**src/rtl/inst_fetch_pkg.sv**
```systemverilog
// Shared constants, state encoding and helpers
// for the instruction-fetch stage.
package inst_fetch_pkg;

   localparam int          REG_BUS      = 32;
   localparam logic [31:0] DEF_RESET_PC = 32'h0000_0000;
   localparam logic [31:0] INST_NOP     = 32'h0000_0013;

   typedef enum logic [1:0] {
      IF_IDLE  = 2'd0,
      IF_REQ   = 2'd1,
      IF_WAIT  = 2'd2,
      IF_DRAIN = 2'd3
   } if_state_e;

   function automatic logic is_misaligned(
      input logic [REG_BUS-1:0] a
   );
      return a[1:0] != 2'b00;
   endfunction

endpackage

```
**src/rtl/inst_fetch_if.sv**
```systemverilog
// Instruction-memory read bus:
// req/gnt request phase, rvalid data phase.
interface inst_fetch_if;

   logic        imem_req;
   logic [31:0] imem_addr;
   logic        imem_gnt;
   logic        imem_rvalid;
   logic [31:0] imem_rdata;

   modport master (
      output imem_req,
      output imem_addr,
      input  imem_gnt,
      input  imem_rvalid,
      input  imem_rdata
   );

   modport slave (
      input  imem_req,
      input  imem_addr,
      output imem_gnt,
      output imem_rvalid,
      output imem_rdata
   );

endinterface

```
**src/rtl/inst_fetch_timer.sv**
```systemverilog
// Grant-to-rvalid watchdog: clearable counter
// flagging expiry on its last cycle.
module fetch_timer #(
   parameter int TIMEOUT = 16
) (
   input  logic clk,
   input  logic rstn,
   input  logic i_clr,
   input  logic i_en,
   output logic o_expired
);

   localparam int TW = (TIMEOUT > 2) ? $clog2(TIMEOUT) : 1;

   logic [TW-1:0] r_cnt;

   // count cycles since the grant
   always_ff @(posedge clk or negedge rstn) begin
      if (!rstn) begin
         r_cnt <= '0;
      end else if (i_clr) begin
         r_cnt <= '0;
      end else if (i_en) begin
         r_cnt <= r_cnt + 1'b1;
      end
   end

   assign o_expired = (r_cnt == TW'(TIMEOUT - 1));

endmodule

```
**src/rtl/inst_fetch.sv**
```systemverilog
// Instruction-fetch stage: PC, imem handshake
// FSM and instruction register.
module inst_fetch
   import inst_fetch_pkg::*;
#(
   parameter logic [31:0] RESET_PC = DEF_RESET_PC,
   parameter int          TIMEOUT  = 16,
   parameter logic [31:0] NOP_INST = INST_NOP
) (
   input  logic               clk,
   input  logic               rstn,
   input  logic               i_fetch_en,
   input  logic               i_pc_we,
   input  logic               i_jump,
   input  logic [REG_BUS-1:0] i_jump_addr,
   inst_fetch_if.master       bus,
   output logic [REG_BUS-1:0] o_inst,
   output logic [REG_BUS-1:0] o_pc,
   output logic               o_inst_valid,
   output logic               o_hold,
   output logic               o_misalign,
   output logic               o_bus_err
);

   if_state_e          r_state;
   logic [REG_BUS-1:0] r_pc;
   logic [REG_BUS-1:0] r_inst;
   logic [REG_BUS-1:0] r_addr;
   logic               r_req;
   logic               r_inst_valid;
   logic               r_misalign;
   logic               r_bus_err;

   logic [REG_BUS-1:0] w_pc_nxt;
   logic               w_bad_jump;
   logic               w_tmr_clr;
   logic               w_tmr_en;
   logic               w_expired;

   // next PC; a misaligned target leaves PC alone
   always_comb begin
      w_bad_jump = i_jump && is_misaligned(i_jump_addr);
      w_pc_nxt   = r_pc + 32'd4;
      if (i_jump) begin
         w_pc_nxt = w_bad_jump ? r_pc : i_jump_addr;
      end
   end

   // PC register and sticky misalign flag
   always_ff @(posedge clk or negedge rstn) begin
      if (!rstn) begin
         r_pc       <= RESET_PC;
         r_misalign <= 1'b0;
      end else if (i_pc_we) begin
         r_pc <= w_pc_nxt;
         if (w_bad_jump) begin
            r_misalign <= 1'b1;
         end
      end
   end

   assign w_tmr_clr = (r_state == IF_REQ) && bus.imem_gnt;
   assign w_tmr_en  = (r_state == IF_WAIT) ||
                      (r_state == IF_DRAIN);

   fetch_timer #(
      .TIMEOUT (TIMEOUT)
   ) u_timer (
      .clk       (clk),
      .rstn      (rstn),
      .i_clr     (w_tmr_clr),
      .i_en      (w_tmr_en),
      .o_expired (w_expired)
   );

   // fetch FSM with registered bus and IR outputs;
   // data arriving after a PC commit is stale
   always_ff @(posedge clk or negedge rstn) begin
      if (!rstn) begin
         r_state      <= IF_IDLE;
         r_req        <= 1'b0;
         r_addr       <= RESET_PC;
         r_inst       <= NOP_INST;
         r_inst_valid <= 1'b0;
         r_bus_err    <= 1'b0;
      end else begin
         r_inst_valid <= 1'b0;
         unique case (r_state)
            IF_IDLE: begin
               if (i_fetch_en && !r_misalign && !r_bus_err) begin
                  r_state <= IF_REQ;
                  r_req   <= 1'b1;
                  r_addr  <= r_pc;
               end
            end
            IF_REQ: begin
               if (bus.imem_gnt) begin
                  r_req <= 1'b0;
                  if (bus.imem_rvalid) begin
                     r_state <= IF_IDLE;
                     if (!i_pc_we) begin
                        r_inst       <= bus.imem_rdata;
                        r_inst_valid <= 1'b1;
                     end
                  end else begin
                     r_state <= i_pc_we ? IF_DRAIN : IF_WAIT;
                  end
               end else if (i_pc_we) begin
                  r_addr <= w_pc_nxt;
               end
            end
            IF_WAIT: begin
               if (bus.imem_rvalid) begin
                  r_state <= IF_IDLE;
                  if (!i_pc_we) begin
                     r_inst       <= bus.imem_rdata;
                     r_inst_valid <= 1'b1;
                  end
               end else if (w_expired) begin
                  r_state   <= IF_IDLE;
                  r_bus_err <= 1'b1;
               end else if (i_pc_we) begin
                  r_state <= IF_DRAIN;
               end
            end
            IF_DRAIN: begin
               if (bus.imem_rvalid) begin
                  r_state <= IF_IDLE;
               end else if (w_expired) begin
                  r_state   <= IF_IDLE;
                  r_bus_err <= 1'b1;
               end
            end
            default: r_state <= IF_IDLE;
         endcase
      end
   end

   assign bus.imem_req  = r_req;
   assign bus.imem_addr = r_addr;
   assign o_inst        = r_inst;
   assign o_pc          = r_pc;
   assign o_inst_valid  = r_inst_valid;
   assign o_hold        = (r_state != IF_IDLE);
   assign o_misalign    = r_misalign;
   assign o_bus_err     = r_bus_err;

endmodule

```
**src/flat_wrapper.sv**
```systemverilog
// flat-port wrapper written by rule: the top's interface ports become plain ports
module inst_fetch_flat import inst_fetch_pkg::*;
#(
   parameter logic [31:0] RESET_PC = DEF_RESET_PC,
   parameter int          TIMEOUT  = 16,
   parameter logic [31:0] NOP_INST = INST_NOP
)
  (clk, rstn, i_fetch_en, i_pc_we, i_jump, i_jump_addr, o_inst, o_pc, o_inst_valid, o_hold, o_misalign, o_bus_err, bus_imem_req, bus_imem_addr, bus_imem_gnt, bus_imem_rvalid, bus_imem_rdata);
  inst_fetch_if bus_i ();
  input  logic clk;
  input  logic rstn;
  input  logic i_fetch_en;
  input  logic i_pc_we;
  input  logic i_jump;
  input  logic [REG_BUS-1:0] i_jump_addr;
  output logic [REG_BUS-1:0] o_inst;
  output logic [REG_BUS-1:0] o_pc;
  output logic o_inst_valid;
  output logic o_hold;
  output logic o_misalign;
  output logic o_bus_err;
  output wire logic [$bits(bus_i.imem_req)-1:0] bus_imem_req;
  output wire logic [$bits(bus_i.imem_addr)-1:0] bus_imem_addr;
  input wire logic [$bits(bus_i.imem_gnt)-1:0] bus_imem_gnt;
  input wire logic [$bits(bus_i.imem_rvalid)-1:0] bus_imem_rvalid;
  input wire logic [$bits(bus_i.imem_rdata)-1:0] bus_imem_rdata;
  assign bus_imem_req = bus_i.imem_req;
  assign bus_imem_addr = bus_i.imem_addr;
  assign bus_i.imem_gnt = bus_imem_gnt;
  assign bus_i.imem_rvalid = bus_imem_rvalid;
  assign bus_i.imem_rdata = bus_imem_rdata;
  inst_fetch #(.RESET_PC(RESET_PC), .TIMEOUT(TIMEOUT), .NOP_INST(NOP_INST)) u_core (.clk(clk), .rstn(rstn), .i_fetch_en(i_fetch_en), .i_pc_we(i_pc_we), .i_jump(i_jump), .i_jump_addr(i_jump_addr), .bus(bus_i), .o_inst(o_inst), .o_pc(o_pc), .o_inst_valid(o_inst_valid), .o_hold(o_hold), .o_misalign(o_misalign), .o_bus_err(o_bus_err));
endmodule
```
**config.mk**
```make
export PLATFORM = sky130hd
export DESIGN_NAME = inst_fetch_flat
export DESIGN_NICKNAME = d
export VERILOG_FILES = /design/src/rtl/inst_fetch_pkg.sv /design/src/rtl/inst_fetch_if.sv /design/src/rtl/inst_fetch_timer.sv /design/src/rtl/inst_fetch.sv /design/src/flat_wrapper.sv
export SDC_FILE = /design/constraint.sdc
export NUM_CORES = 1
export LEC_CHECK = 0
export ABC_CLOCK_PERIOD_IN_PS = 4000
export BUFFER_PORTS_ARGS = -buffer_cell sky130_fd_sc_hd__buf_2
export CAP_MARGIN = 30
export CORE_MARGIN = 4
export CORE_UTILIZATION = 50
export CTS_CLUSTER_SIZE = 25
export DETAILED_ROUTE_END_ITERATION = 12
export PLACE_DENSITY = 0.8
export SYNTH_ARGS = -nofsm -noshare
export SYNTH_HDL_FRONTEND = slang
export SYNTH_SLANG_ARGS = --single-unit
```
**constraint.sdc**
```tcl
create_clock -name clk -period 4 [get_ports clk]
set_input_delay 0.2 -clock clk [delete_from_list [all_inputs] [get_ports clk]]
set_output_delay 0.2 -clock clk [all_outputs]
set_load 0.01 [all_outputs]
```
* Yosys cells after proc, flatten, opt, wreduce, memory -nomap -nowiden
Index checks and enable logic that the tools add are counted. Widths: inputs -> output; s select.
Storage, ports and cells: output and inout bits 101, input port bits 71, latch bits 0, memories 0, register bits after elaboration 106, logic and storage cells 71, bits in writable memories 0, ROM bits 0
Cells by class: $lt $le $gt $ge 0, div/mod/pow operators 0, bitwise logic cells 1, shifts and indexed selects 0, multipliers 0, reduce and logical (&&, ||, !) cells 20, mux-type cells 29, eq/ne operators 10, $add $sub $neg 2
Operators by type and width (count):
- $mux 32 | 8
- $pmux 32 s2 | 2
- $add 32x3->32 const B | 1
- $mux 2 | 8
- $reduce_bool 2->1 | 5
- $mux 4 | 2
- $pmux 2 s4 | 1
- $reduce_and 4->1 | 2
- $mux 1 | 6
- $ne 2x2->1 const B | 3
- $reduce_and 3->1 | 2
- $add 4x1->4 const B | 1
- $eq 2x2->1 const B | 2
- $eq 4x4->1 const B | 1
- $logic_and 1x1->1 | 4
- $ne 4x4->1 const B | 1
- $pmux 1 s2 | 2
- $reduce_and 2->1 | 2
- $ne 3x3->1 const B | 1
- $eq 2x1->1 const B | 1
- $logic_not 1->1 | 2
- $logic_not 2->1 | 1
- $ne 2x1->1 const B | 1
- $reduce_or 2->1 | 1
- 2 further kinds | 2

* Logic depth before layout (Yosys ltp)
Gate-level depths: netlist of run 1.
depth in word-level cells 7, gate-level depth with buffers 9, mapped depth without buffers 7

* Modules after synthesis
A second synthesis of run 1 with hierarchy kept.
Unflattened totals: cell total of the unflattened synthesis 579, area, all modules 5661.7 µm²
By module, submodules not included:
- inst_fetch | times used 1, cells an instance 562, area each 5462.7 µm²
- fetch_timer | times used 1, cells an instance 17, area each 198.9 µm²

* Worst setup path before layout of run 1
OpenSTA, ideal clock, no wires.
kind reg-to-reg, from reg u_core.r_state[1], to reg u_core.r_addr[25], in the netlist u_core.bus.imem_addr[25], data arrival time 1820 ps, clock period less this slack 1946 ps, required time 3874 ps, cell stages (with the launch flop) 9, setup slack 2054 ps, path through dfrtp_1 -> inv_1 -> ha_1 -> buf_2 -> nor2b_1 -> o2bb2ai_1 -> nor2_1 -> clkbuf_1 -> a221o_1
Between the ends: longest elaborated chain between the ends 3
Ends and longest elaborated chain:
- start: declaration | line inst_fetch.sv:25 | if_state_e r_state;
- start signal: assignment | line inst_fetch.sv:106 | r_state <= i_pc_we ? IF_DRAIN : IF_WAIT;
- $eq 2x1->1 or $logic_not 2->1 (tied branches) | line inst_fetch.sv:88 | unique case (r_state)
- $ne 2x2->1 (no source line), or another cell as far along
- $reduce_and 4->1 (no source line)
- end signal: assignment | line inst_fetch.sv:93 | r_addr <= r_pc;
- end signal: assignment | line inst_fetch.sv:109 | r_addr <= w_pc_nxt;
- end: declaration | line inst_fetch.sv:28 | logic [REG_BUS-1:0] r_addr;
Parallel ways exist; a longest one is shown, timed or not. A chain may end at the register's enable or synchronous reset.

* Worst setup path after layout of run 1
from reg u_core.r_state[1], to reg u_core.r_addr[22], in the netlist u_core.bus.imem_addr[22]
Same word-level chain as after synthesis.

==> out/qor.yml, run 1 <==
synthesis:
  syn_inst: 580
  ys_seq_area_frac: 0.4598
  async_flop_share: 1.000
  synth_common_cells: "dfrtp_1 (103), nand2_1 (49), a21oi_1 (44)"
  synth.avg_cell_area_sq_um: 9.960
  synth_top_cell_by_area: "dfrtp_1"
  ys_ff_latch: 106
  synth_fp_nets: 658
  ys.flop_type: "dfrtp_1"
  synth_top_area_share: 0.4462
  synth_edf_count: 0
  yosysMostFrequentCell: "dfrtp_1"
  yosysWarnings: 0
  synthTopCellsByArea: "dfrtp_1 (45%), mux2_2 (7.6%), a21oi_1 (3.8%)"
  synth.distinct_cells: 75
  synth.cell_area_sq_um: 5777
clocking:
  clk_pin_slew_ns: 0.07
  cts-htree-levels: 3
  cts_setup_buffers: 0
  clock_latency_ns: 0.34
  clk_path_buf_depth: 2
  cts_root_buf: "clkbuf_16"
  post_cts_resized: 0
  cts_buffers: 9
  cts_hold_buf: 1
  clock-sinks: 106
  cts_tree: "done"
place:
  place_congestion: 0.9305
  dpl.hpwl_um: 12380
  portBuffers: 171
  place_ws_ns: 1.206
sta:
  max_slew_margin: 0.2740
  timing.fmax_ghz: 0.3377
  hold_violations: 0
  rsz0062_at_grt: "false"
  finalMaxSlewViolations: 0
  fin_crit_sh: 0.7403
  fin_skew_ns: 0.004963
  setup_violations: 0
  period_minus_slack_ns: 2.961
  worst_slack_ns: 1.039
  tns_ns: 0
  worstMarginPinSlew_ns: 1.085
floorplan:
  die_w_um: 115.5
  die_area_sq_um: 13340
  std_cell_rows: 38
  start_util: 0.5215
  core_sq_um: 11080
  die_h_um: 115.5
  ios: 172
global_routing:
  grt_pass1_wl_um: 28180
  grt_pass1_vias: 5326
  antenna_found_initial: 0
  overflow: 0
  track_usage: 0.2656
  grt_max_degree: 62
power_and_ir_drop:
  vdd_drop_max_mv: 0.3916
  leakagePower_nw: 3.151
  power_density_nw_per_um2: 668.6
  total_power_mw: 4.680
worst_setup_path:
  critPathBufInv: 3
  worstSetupPathType: "reg2reg"
  max_stage_delay_ns: 0.92
  crit_required_ns: 4.26
  worstPathCellList: "inv_1, ha_1, buf_4, clkinv_1, nor2_1, o221ai_1, o21ai_0"
  setup.worst_path.end_class: "flop"
  cp_max_fo: 33
  arrival_ns: 3.22
  critPathSlowestCell: "nor2_1"
  crit_family: "simple AND/OR/NAND/NOR gates"
  crit_start: "u_core.r_state[1]"
  cp-start-kind: "flop"
  r2r-start: "u_core.r_state[1]"
finish:
  area_growth_pct: 21.18
  layout.nets: 806
  num_antenna_cells: 0
  finish.utilization: 0.6319
  drive_above_1_share: 0.3533
run_status:
  status: "finished, final reports clean"
drt:
  drtAntennaViolNets: 0
  via_per_inst: 6.268
  wl_per_cell_um: 20.29
  first_pass_iters: 8
  drc: 0
  vias: 5472
  wl_um: 17710
  drtIter0Drc: 633
job:
  maxCapViolCount: 0
hold_path:
  min-delay-start: "bus_imem_rdata[27]"
  min_path_type: "in2reg"
-- worst reg2reg max path: cells and delay by family (launching register included) --
kind / cells / cell delay [ns]
and+or+nand+nor: 1 / 0.92
adders and majority gates: 1 / 0.16
AOI/OAI and AO/OA: 2 / 0.49
buffers and inverters: 3 / 0.88
DFF: 1 / 0.43
-- through the flow --
stage	hold WS [ns]	instances	cell area [sq um]
finish	0.08043	873	7000
global route	0.08068	873	7000
CTS	0.07682	872	6985
detailed placement	0.3368	855	6694
global placement	0.3247	855	6694
floorplan	-0.09559	580	5777
-- power breakdown --
| part | internal [mW] | total (mW) | switching (mW) |
|---|---|---|---|
| clock network | 0.444 | 0.860 | 0.416 |
| registers | 1.48 | 1.82 | 0.339 |
| logic | 0.841 | 2.00 | 1.16 |
-- flip-flops by register name, indices dropped and copies added, names as in the netlist --
register              count
u_core.o_bus_err          1
u_core.o_pc              32
u_core.o_inst            32
u_core.bus.imem_addr     32
u_core.o_inst_valid       1
u_core.u_timer.r_cnt      4
u_core.o_misalign         1
u_core.r_state            2
u_core.bus.imem_req       1
-- final timing paths --
kind	endpoint	slack, ns	cells past startpoint
max in group asynchronous	u_core.o_pc[11]	2.40	3
worst max-delay path	u_core.bus.imem_addr[22]	1.04	7
worst min-delay path	u_core.o_inst[27]	0.08	2
worst min register to register	u_core.bus.imem_addr[0]	0.47	2
min in group asynchronous	u_core.o_pc[21]	0.48	2
worst max register to register	u_core.bus.imem_addr[22]	1.04	7
-- cells by family (layout without fill, tap and decap cells) --
group	count (synthesis)	in the layout	synth area share
buffers and inverters	58	211	0.04202
muxes	44	44	0.08469
adders and majority gates	7	7	0.01516
and+or+nand+nor	178	178	0.1735
AOI/OAI and AO/OA	183	183	0.2188
xor gates and xnor gates	4	4	0.006066
DFF	106	106	0.4598
-- final cells by class --
cell class,instances,area [sq um]
tap,140,175.2
inverter,16,60.06
timing repair buffer,179,928.4
clock inverter,5,38.79
multi-input combinational,416,2899
sequential,106,2656
fill,941,4078
clock buffer,11,242.7
-- placed cells by master (no fill, tap or decap), types with 4 or more instances in the layout --
master,n
nand2_1,49
inv_1,15
nor4_1,5
buf_2,170
a21o_1,8
nand2b_1,6
nand3_1,20
a22o_1,4
a21oi_1,44
nor3_1,6
o221ai_1,4
dfrtp_1,103
buf_4,7
o21ai_0,34
o2bb2ai_1,4
and2_1,7
ha_1,7
a221oi_1,4
nor2b_1,5
nand4_1,7
a22oi_1,4
a31o_2,5
and3_1,5
o211ai_1,5
mux2i_1,5
and4_1,6
a211oi_1,10
a31oi_1,9
clkbuf_16,9
mux2_2,39
nor2_1,35
or3_1,5
o22ai_1,10
-- routing by layer --
metal / up-vias / global-route usage / share of wire
met2: 326 / 0.4190 / 0.48
met5: - / 0 / 0
met1: 2645 / 0.3751 / 0.40
li1: 2466 / - / -
met3: 35 / 0.05274 / 0.097
met4: 0 / 0.07668 / 0.020
(Power assumes the default switching activity.)
==> run 2, diff against run 1 <==
--- a/config.mk
+++ b/config.mk
@@ -5,7 +5,7 @@
 export SDC_FILE = /design/constraint.sdc
 export NUM_CORES = 1
 export LEC_CHECK = 0
-export ABC_CLOCK_PERIOD_IN_PS = 4000
+export ABC_CLOCK_PERIOD_IN_PS = 2800
 export BUFFER_PORTS_ARGS = -buffer_cell sky130_fd_sc_hd__buf_2
 export CAP_MARGIN = 30
 export CORE_MARGIN = 4
==> constraint.sdc (replaced) <==
create_clock -name clk -period 2.8 [get_ports clk]
set_input_delay 0.14 -clock clk [delete_from_list [all_inputs] [get_ports clk]]
set_output_delay 0.14 -clock clk [all_outputs]
set_load 0.01 [all_outputs]
==> run 2 against run 1 <==
  * Non-clock buffer count grew 11
  * Combinational power grew 47%
  * Sequential share of layout area decreased by 0.66 points
  * First-iteration DRC count fell by 2.2%
  * Clock skew rose by 0.0018 ns
  * Utilization up 1.1 points
  * Global-route usage is 1.3 points higher
  * Critical path depth unchanged
  * Final cell count grew 1.3%
  * Largest power group unchanged
  * Highest routed layer unchanged
==> out/qor.yml, run 2 (synthesized netlist as in run 1, its figures left out) <==
drt:
  wl_per_cell_um: 21.18  # was 20.29 um
  first_pass_iters: 5  # was 8
  drc: 0  # unchanged
  wl_um: 18720  # was 17710 um
  drtIter0Drc: 619  # was 633
  via_per_inst: 6.382  # was 6.268
  vias: 5642  # was 5472
  drtAntennaViolNets: 0  # unchanged
sta:
  fin_crit_sh: 0.8616  # was 0.7403
  period_minus_slack_ns: 2.412  # was 2.961 ns
  fin_skew_ns: 0.006769  # was 0.004963 ns
  worstMarginPinSlew_ns: 0.8920  # was 1.085 ns
  max_slew_margin: 0.3990  # was 0.2740
  finalMaxSlewViolations: 0  # unchanged
  worst_slack_ns: 0.3875  # was 1.039 ns
  timing.fmax_ghz: 0.4145  # was 0.3377 GHz
  rsz0062_at_grt: "false"  # unchanged
  setup_violations: 0  # unchanged
  tns_ns: 0  # unchanged
  hold_violations: 0  # unchanged
place:
  dpl.hpwl_um: 13200  # was 12380 um
  portBuffers: 171  # unchanged
  place_ws_ns: 0.4382  # was 1.206 ns
  placedInstanceArea_sq_um: 6797  # was 6694 sq um
  place_congestion: 0.9015  # was 0.9305
worst_setup_path:
  cp_max_fo: 23  # was 33
  crit_required_ns: 3.05  # was 4.26 ns
  arrival_ns: 2.66  # was 3.22 ns
  max_stage_delay_ns: 0.54  # was 0.92 ns
  cp-start-kind: "flop"  # unchanged
  worstSetupPathType: "reg2reg"  # unchanged
  worstPathCellList: "inv_1, ha_1, and4bb_2, o2bb2ai_4, buf_4, a221oi_1, a21o_1"  # was inv_1, ha_1, buf_4, clkinv_1, nor2_1, o221ai_1, o21ai_0
  setup.worst_path.end_class: "flop"  # unchanged
  critPathSlowestCell: "o2bb2ai_4"  # was nor2_1
power_and_ir_drop:
  internal-power_mw: 4.075  # was 2.761 mW
  power_frac_comb: 0.427  # was 0.428
  switchingPower_mw: 2.826  # was 1.919 mW
  p_seq_frac: 0.378  # was 0.388
  power_density_nw_per_um2: 968.7  # was 668.6 nW/um^2
  leakagePower_nw: 3.227  # was 3.151 nW
  pwr-share-clk: 0.196  # was 0.184
  total_power_mw: 6.901  # was 4.680 mW
  vdd_drop_max_mv: 0.5524  # was 0.3916 mV
  swShare: 0.4095  # was 0.4100
finish:
  num_antenna_cells: 0  # unchanged
  multiInputGateArea_sq_um: 2899  # unchanged
  layout.nets: 817  # was 806
  area_growth_pct: 23.33  # was 21.18%
  final_common_cell: "buf_2"  # unchanged
  stdcell_area_sq_um: 7124  # was 7000 sq um
  seqCellArea_sq_um: 2656  # unchanged
  drive_above_1_share: 0.3642  # was 0.3533
  mostFrequentLayoutCells: "buf_2 (170), dfrtp_1 (103), nand2_1 (49), a21oi_1 (44), mux2_2 (39)"  # unchanged
  final.fill_count: 903  # was 941
floorplan:
  core_sq_um: 11080  # unchanged
  die_area_sq_um: 13340  # unchanged
  die_h_um: 115.5  # unchanged
  ios: 172  # unchanged
  start_util: 0.5215  # unchanged
  std_cell_rows: 38  # unchanged
  die_w_um: 115.5  # unchanged
clocking:
  cts_buffers: 9  # unchanged
  cts_root_buf: "clkbuf_16"  # unchanged
  post_cts_resized: 0  # unchanged
  clock_latency_ns: 0.36  # was 0.34 ns
  cts_tree: "done"  # unchanged
  clk_pin_slew_ns: 0.08  # was 0.07 ns
  clk_path_buf_depth: 2  # unchanged
  clock-sinks: 106  # unchanged
  cts_setup_buffers: 0  # unchanged
  cts-htree-levels: 3  # unchanged
global_routing:
  overflow: 0  # unchanged
  track_usage: 0.2785  # was 0.2656
  grt_pass1_wl_um: 28950  # was 28180 um
  grt_max_degree: 48  # was 62
  grt_pass1_vias: 5574  # was 5326
  antenna_found_initial: 0  # unchanged
hold_path:
  min_path_type: "in2reg"  # unchanged
run_status:
  status: "finished, final reports clean"  # unchanged
job:
  maxCapViolCount: 0  # unchanged
[run 2: cell count changes in the layout (fill, tap and decap cells not counted), sizes merged]
cell | before | now
clkbuf | 11 | 9
bufinv | 0 | 1
clkinvlp | 1 | 0
inv | 16 | 19
buf | 178 | 189
clkinv | 4 | 3
[run 2: timing repair]
item / CTS / global route
hold buffers: 1 / 0
endpoints found under the setup margin: 0 / 0
hold endpoints to repair: 44 / 0
[run 2: worst max-delay path: cells and delay by family, from the launching register on]
kind	cells	cell delay (ns)
AO/OA/AOI/OAI	3	0.79
buffers and inverters	2	0.50
flip-flops	1	0.40
AND/OR/NAND/NOR	1	0.35
adder cells (fa/ha/maj)	1	0.25
[run 2: routing by layer]
metal,track usage,wire [um]
met1,0.3566,7308
met2,0.4568,9038
met3,0.04752,1539
met4,0.1408,835
met5,0,0
[run 2: path summary, 6_finish.rpt]
path	startpoint	endpoint	slack [ns]	depth (start not counted)
worst max-delay path	u_core.r_state[0]	u_core.bus.imem_addr[2]	0.39	7
worst min-delay path	bus_imem_rdata[2]	u_core.o_inst[2]	0.01	2
worst max register to register	u_core.r_state[0]	u_core.bus.imem_addr[2]	0.39	7
worst min register to register	u_core.bus.imem_addr[1]	u_core.bus.imem_addr[1]	0.47	2
max in group asynchronous	rstn	u_core.o_inst[4]	1.64	3
min in group asynchronous	rstn	u_core.o_pc[21]	0.35	2
[run 2: area by class of cell]
class,instances,area share
tap,140,0.02459
clock buffer,9,0.03161
inverter,16,0.008430
timing repair buffer,190,0.1426
multi-input combinational,416,0.4069
sequential,106,0.3728
clock inverter,7,0.01300
[run 2: power by group through the flow]
stage | logic [mW] | clock network, mW | registers (mW)
6_report | 2.94 | 1.35 | 2.61
5_1_grt | 3.20 | 1.43 | 2.68
4_1_cts | 2.94 | 1.37 | 2.60
3_5_place_dp | 2.91 | 0 | 2.62
3_3_place_gp | 2.81 | 0 | 2.58
2_1_floorplan | 1.56 | 0 | 2.75
[run 2: metrics by stage]
stage            util  instances  hold WS (ns)
3_3_place_gp   0.6135        867        0.1979
4_1_cts        0.6431        884      0.001912
3_5_place_dp   0.6135        867        0.2092
5_1_grt        0.6431        884      0.008076
6_report       0.6431        884       0.01073
2_1_floorplan       -        580       -0.1556
